<file path="src/rtl/sps_pkg.sv">
// Shared encodings for the stone/paper/scissors game: moves, winner codes,
// FSM states, and the move-ordering rule used by the judge.
package sps_pkg;

  typedef enum logic [1:0] {
    MOVE_STONE    = 2'b00,
    MOVE_PAPER    = 2'b01,
    MOVE_SCISSORS = 2'b10,
    MOVE_INVALID  = 2'b11
  } move_t;

  typedef enum logic [1:0] {
    WIN_TIE     = 2'b00,
    WIN_P1      = 2'b01,
    WIN_P2      = 2'b10,
    WIN_INVALID = 2'b11
  } winner_t;

  typedef enum logic [1:0] {
    ST_IDLE = 2'b00,
    ST_EVAL = 2'b01,
    ST_DONE = 2'b10
  } state_t;

  localparam logic [3:0] SCORE_MAX = 4'd15;

  // True when move a defeats move b; both are assumed valid.
  function automatic logic beats(input move_t a, input move_t b);
    return (a == MOVE_STONE    && b == MOVE_SCISSORS) ||
           (a == MOVE_SCISSORS && b == MOVE_PAPER)    ||
           (a == MOVE_PAPER    && b == MOVE_STONE);
  endfunction

endpackage

</file>
<file path="src/rtl/sps_judge.sv">
// Purely combinational referee: two 2-bit moves in, 2-bit winner code out.
module sps_judge
  import sps_pkg::*;
(
  input  logic [1:0] p1_move,
  input  logic [1:0] p2_move,
  output logic [1:0] winner
);

  move_t   m1, m2;
  winner_t w;

  always_comb begin
    m1 = move_t'(p1_move);
    m2 = move_t'(p2_move);
    w  = WIN_P2;
    if (m1 == MOVE_INVALID || m2 == MOVE_INVALID) w = WIN_INVALID;
    else if (m1 == m2)                            w = WIN_TIE;
    else if (beats(m1, m2))                       w = WIN_P1;
  end

  assign winner = w;

endmodule

</file>
<file path="src/rtl/tt_um_stone_paper_scissors.sv">
// Stone/paper/scissors round controller with round counter; per-player
// scores exist only when the SPS_SCORE_EN macro is defined.
module tt_um_stone_paper_scissors
  import sps_pkg::*;
(
  input  logic       clk,
  input  logic       rst_n,
  input  logic       ena,
  input  logic [7:0] ui_in,
  input  logic [7:0] uio_in,
  output logic [7:0] uo_out,
  output logic [7:0] uio_out,
  output logic [7:0] uio_oe
);

  state_t     state, state_nxt;
  logic       start_q, start_edge, round_start, score_clr;
  logic [1:0] p1_q, p2_q, judge_winner, winner_q;
  logic [3:0] round_q;

  // Despite its name, rst_n resets when high, synchronously.
  assign start_edge  = ui_in[4] & ~start_q;
  assign round_start = (state == ST_IDLE) && ena && start_edge;
  assign score_clr   = ui_in[5];

  always_ff @(posedge clk) begin
    // NOTE: sequential state uses non-blocking assignments so every register
    // samples pre-edge values regardless of statement order.
    if (rst_n) state <= ST_IDLE;
    else       state <= state_nxt;
  end

  always_comb begin
    // NOTE: default first so every path assigns state_nxt and no latch forms.
    state_nxt = state;
    case (state)
      ST_IDLE: if (round_start) state_nxt = ST_EVAL;
      ST_EVAL: state_nxt = ST_DONE;
      ST_DONE: state_nxt = ST_IDLE;
      default: state_nxt = ST_IDLE;
    endcase
  end

  sps_judge u_judge (
    .p1_move (p1_q),
    .p2_move (p2_q),
    .winner  (judge_winner)
  );

  always_ff @(posedge clk) begin
    if (rst_n) begin
      start_q  <= 1'b0;
      p1_q     <= 2'b00;
      p2_q     <= 2'b00;
      winner_q <= 2'b00;
      round_q  <= 4'd0;
    end else begin
      start_q <= ui_in[4];
      if (round_start) begin
        p1_q <= ui_in[1:0];
        p2_q <= ui_in[3:2];
      end
      if (state == ST_EVAL) winner_q <= judge_winner;
      // Clear beats a round completing on the same edge.
      if (score_clr)              round_q <= 4'd0;
      else if (state == ST_EVAL)  round_q <= round_q + 4'd1;
    end
  end

  assign uo_out = {round_q, (state != ST_IDLE), (state == ST_DONE), winner_q};

`ifdef SPS_SCORE_EN
  logic [3:0] p1_score, p2_score;

  always_ff @(posedge clk) begin
    if (rst_n) begin
      p1_score <= 4'd0;
      p2_score <= 4'd0;
    end else if (score_clr) begin
      p1_score <= 4'd0;
      p2_score <= 4'd0;
    end else if (state == ST_EVAL) begin
      if (judge_winner == WIN_P1 && p1_score != SCORE_MAX) p1_score <= p1_score + 4'd1;
      if (judge_winner == WIN_P2 && p2_score != SCORE_MAX) p2_score <= p2_score + 4'd1;
    end
  end

  assign uio_out = {p2_score, p1_score};
  assign uio_oe  = 8'hFF;
`else
  assign uio_out = 8'h00;
  assign uio_oe  = 8'h00;
`endif

  logic unused_inputs;
  assign unused_inputs = &{1'b0, uio_in, ui_in[7:6]};

endmodule

</file>
<file path="config.mk">
export PLATFORM = sky130hd
export DESIGN_NAME = tt_um_stone_paper_scissors
export DESIGN_NICKNAME = d
export VERILOG_FILES = /design/src/rtl/sps_pkg.sv /design/src/rtl/sps_judge.sv /design/src/rtl/tt_um_stone_paper_scissors.sv
export SDC_FILE = /design/constraint.sdc
export NUM_CORES = 1
export LEC_CHECK = 0
export CAP_MARGIN = 20
export CORE_ASPECT_RATIO = 1.2
export CORE_MARGIN = 2
export CORE_UTILIZATION = 39
export CTS_BUF_LIST = sky130_fd_sc_hd__clkbuf_4 sky130_fd_sc_hd__clkbuf_8 sky130_fd_sc_hd__clkbuf_16
export DETAILED_ROUTE_END_ITERATION = 10
export PLACE_DENSITY = 0.87
export SLEW_MARGIN = 15
export SYNTH_ARGS = -nofsm -noshare
export SYNTH_HDL_FRONTEND = slang
export SYNTH_SLANG_ARGS = --single-unit
</file>
<file path="constraint.sdc">
create_clock -name clk -period 1.9 [get_ports clk]
set_clock_uncertainty 0.15 [all_clocks]
set_input_delay 0.475 -clock clk [delete_from_list [all_inputs] [get_ports clk]]
set_output_delay 0.475 -clock clk [all_outputs]
set_load 0.01 [all_outputs]
</file>
-- Word level (Yosys, flattened, before mapping)
Index checks and enable logic that the tools add are counted.
- add/subtract/negate cells: 1
- equal/unequal tests: 10
- multiplexer cells: 5
- bitwise operators: 2
- reduce and logical (&&, ||, !) cells: 13
- operators with widths (operator ; count):
    $eq A2 B2 Y1 const B ; 5
    $mux W2 ; 4
    $eq A2 B1 Y1 const B ; 3
    $logic_not A2 Y1 ; 3
    $logic_and A1 B1 Y1 ; 5
    $add A4 B1 Y4 const B ; 1
    $pmux W2 S2 ; 1
    $logic_or A1 B1 Y1 ; 3
    $eq A2 B2 Y1 ; 1
    $ne A2 B2 Y1 const B ; 1
    $reduce_bool A2 Y1 ; 1
    $reduce_or A2 Y1 ; 1
    $and A1 B1 Y1 ; 1
    $not A1 Y1 ; 1
- flip-flop bits (word level): 13
- bits of input ports: 19
- output and inout port bits: 24
- word-level logic and storage cells: 37

-- Depth between registers and ports, before layout
- word-level depth: 7
- depth in mapped cells: 4
- depth with buffers taken out: 4

-- Hierarchy
From an unflattened synthesis, not the netlist that was laid out.
- cell total of the unflattened synthesis: 78
- area, all modules: 750.7 µm²
- by module, submodules not included (module ; instances ; cells each ; area an instance (µm²) ; sequential area each (µm²)):
    tt_um_stone_paper_scissors ; 1 ; 68 ; 663.1 ; 260.2
    sps_judge ; 1 ; 10 ; 87.6 ; 0.0

-- Worst setup path before layout
OpenSTA, ideal clock, no wires.
- path type: register to register
- start: register state[0]
- end: register p1_q[0]
- setup time: 0.072 ns
- arrival time: 1.051 ns
- data required time: 1.678 ns
- slack: 0.628 ns
- cell stages (with the launch flop): 4
- buffers on the path: 0
- period minus slack after synthesis: 1.272 ns
- path through: dfxtp_1 or2_4 nor3_4 mux2i_1
- word-level cells in the longest chain between the ends: 3
- RTL lines (item ; line ; text):
    start: declaration ; tt_um_stone_paper_scissors.sv:16 ; state_t state, state_nxt;
    start signal: assignment ; tt_um_stone_paper_scissors.sv:30 ; else state <= state_nxt;
    $logic_not A2 Y1 ; tt_um_stone_paper_scissors.sv:23 ; assign round_start = (state == ST_IDLE) && ena && start_edge;
    $logic_and A1 B1 Y1 (2 in series) ; tt_um_stone_paper_scissors.sv:23 ;
    end signal: assignment ; tt_um_stone_paper_scissors.sv:60 ; p1_q <= ui_in[1:0];
    end: declaration ; tt_um_stone_paper_scissors.sv:18 ; logic [1:0] p1_q, p2_q, judge_winner, winner_q;
No other way between the ends.
A chain may end at the register's enable or synchronous reset.

-- Worst setup path after layout
- start: register round_q[1]
- end: output uo_out[5]
- RTL lines (item ; line ; text):
    start: declaration ; tt_um_stone_paper_scissors.sv:19 ; logic [3:0] round_q;
    start signal: assignment ; tt_um_stone_paper_scissors.sv:66 ; else if (state == ST_EVAL) round_q <= round_q + 4'd1;
    end: declaration ; tt_um_stone_paper_scissors.sv:11 ; output logic [7:0] uo_out,
No word-level cell between the ends.

==> results_dict.tcl <==
set metrics [dict create \
    ys_types 24 \
    drive_above_1_share 0.128 \
    fin_crit_sh 0.962 \
    drt_iter0_markers 3 \
    synth_top_area_share 0.364 \
    nFillCells 172 \
    cp_max_fo 4 \
    ir_drop_mv 0.376 \
    cts.htree.levels 1 \
    p_leak_uw 0.000355 \
    cts.reportedPaths.clkPinSlew_ns 0.08 \
    dpl.hpwl_um 949 \
    io_buffers 16 \
    highest_layer "met4" \
    nets 115 \
    worstHoldPathType "reg2reg" \
    crit_path_cell_trace "clkdlybuf4s50_1" \
    cts.sinks 13 \
    yosys.area.top_type "dfxtp_1" \
    ant_nets 0 \
    die_h_um 50.9 \
    finalHoldViolations 0 \
    worstPathRequired_ns 1.27 \
    grt_start_max_net_pins 9 \
    synth_seq_area_share 0.364 \
    pin_count 43 \
    route.met3.wl_um 72 \
    antenna_found_initial 0 \
    synth_warnings 0 \
    met2_length_um 558 \
    cts_tree "done" \
    crit_family "buffers and inverters" \
    dieArea_mm2 0.00220 \
    tns_ns 0 \
    crit_buf_inv 1 \
    wl_met1_um 463 \
    syn-cell-area_um2 716 \
    rsz0062_at_grt "false" \
    synth_cells 74 \
    core_mm2 0.00168 \
    numCtsBuffers 3 \
    insertedDiodeCount 0 \
    synth_seq_cells 13 \
    syn_to_final_growth_pct 22.4 \
    period_minus_slack_ns 1.83 \
    start_kind "register" \
    clockBufferDepth 2 \
    grt_usage 0.121 \
    critical_path_class "reg2out" \
    rows 16 \
    cpMaxStageDelayCell "clkdlybuf4s50_1" \
    crit_arrival_ns 1.20 \
    syn_avg_cell_area_um2 9.67 \
    finalSetupViolations 0 \
    root_buffer "clkbuf_4" \
    routedWlPerCell_um 10.1 \
    synth_area_leaders "dfxtp_1 36%, buf_4 17%, nand2b_1 8.7%" \
    p_total_uw 550 \
    cp-end-kind "output pin" \
    drtPass1Iterations 2 \
    clkLatencyLatePin_ns 0.27 \
    die_w_um 43.1 \
    critPathMaxStageDelay_ns 0.55 \
    grt_overflow_total 0 \
    maxCapViolations 0 \
    drv_slew 0 \
    powerDensity_mw_per_mm2 628 \
    initial_utilization 0.426 \
    vias_per_cell 4.64 \
    place_congestion 0.705 \
    drcViolationCount 0 \
    grt_pass1_wl_um 1970 \
    vias 520 \
    grt_pass1_vias 467 \
    drt-total-wl_um 1130 \
    max_freq_mhz 547 \
    fin_util 0.521 \
    run_status "complete, no violations" \
]
==> cells by family after synthesis <==
group / synth area share
AND/OR/NAND/NOR: 0.273
buffers and inverters: 0.173
flip-flops: 0.364
AO/OA/AOI/OAI: 0.0734
multiplexers: 0.0699
XOR/XNOR: 0.0245
adder cells (fa/ha/maj): 0.0175
other: 0.00524
==> Yosys cell counts <==
cell type	number
xor2_1	2
o21ai_1	1
or3_1	1
buf_4	16
nor2b_1	3
dfxtp_1	13
nand2b_1	10
nor3_1	3
nand2b_4	1
nor4_1	1
mux2i_1	5
nand3_1	1
nor2_1	3
nor4bb_1	2
clkbuf_1	1
conb_1	1
nand3b_1	1
nor3_4	1
a221oi_1	2
or2_4	1
ha_1	1
a22o_1	2
nand2_1	1
a211oi_2	1
==> worst reg2reg max path, stage by stage (launching register included) <==
cell and delay (ns):
dfxtp_1 0.33, or2_4 0.27, nor3_4 0.28, mux2i_1 0.22
==> where the power goes <==
part | switching (µW) | total (µW) | internal (µW) | leakage, µW
clock network | 86.2 | 182 | 95.6 | 0.0000184
logic | 39.2 | 79.3 | 40.1 | 0.000230
registers | 8.66 | 289 | 280 | 0.000107
total | 134 | 550 | 416 | 0.000355
==> layout make-up <==
| class | count | area (µm²) | share of cell area |
|---|---|---|---|
| Multi-Input combinational cell | 59 | 388 | 0.443 |
| Tap cell | 18 | 22.5 | 0.0257 |
| Timing Repair Buffer | 18 | 173 | 0.197 |
| Clock buffer | 4 | 30.0 | 0.0343 |
| Sequential cell | 13 | 263 | 0.300 |
==> state kept, by name (all words and copies together) (netlist names) <==
register	cells
p1_q	2
state	2
p2_q	2
winner_q	2
round_q	4
start_q	1
==> through the flow <==
| step | cells | instance area [µm²] | setup WS [ns] | hold WS [ns] |
|---|---|---|---|---|
| floorplan | 89 | 772 | 0.628 | 0.313 |
| global placement | 108 | 846 | 0.173 | 0.318 |
| detailed placement | 108 | 846 | 0.140 | 0.320 |
| CTS | 112 | 875 | 0.0201 | 0.331 |
| global route | 112 | 876 | 0.0147 | 0.365 |
| finish | 112 | 876 | 0.0730 | 0.330 |
==> worst paths after layout <==
path,depth (start not counted),slack [ns],endpoint,startpoint
min reg2reg,1,0.33,state[0],start_q
max,1,0.07,uo_out[5],round_q[1]
min,1,0.33,state[0],start_q
max reg2reg,3,0.57,p1_q[1],state[1]
==> metal layers <==
metal | global-route usage | vias to the layer above
met2 | 0.197 | 22
met1 | 0.132 | 233
met5 | 0 | -
met3 | 0.0424 | 4
li1 | - | 261
met4 | 0.0758 | 0
==> what timing repair did <==
item                       4_1_cts  5_1_grt
setup endpoints to repair        2        1
gates resized for setup          3        1
hold buffers                     0        0
setup buffers                    0        0
==> placed cells by master (no fill, tap or decap), drive strengths merged <==
| cell | n |
|---|---|
| a22o | 2 |
| nor4bb | 2 |
| conb | 16 |
| or3 | 1 |
| nor2 | 3 |
| xor2 | 2 |
| or2 | 1 |
| nand3b | 1 |
| mux2i | 5 |
| buf | 2 |
| o21ai | 1 |
| nand2b | 11 |
| nor3 | 4 |
| nand2 | 1 |
| a221oi | 2 |
| dfxtp | 13 |
| clkdlybuf4s50 | 14 |
| nand3 | 1 |
| a211oi | 1 |
| clkbuf | 4 |
| ha | 1 |
| dlygate4sd2 | 2 |
| nor2b | 3 |
| nor4 | 1 |
No activity file was read; power rests on OpenSTA's default activity.
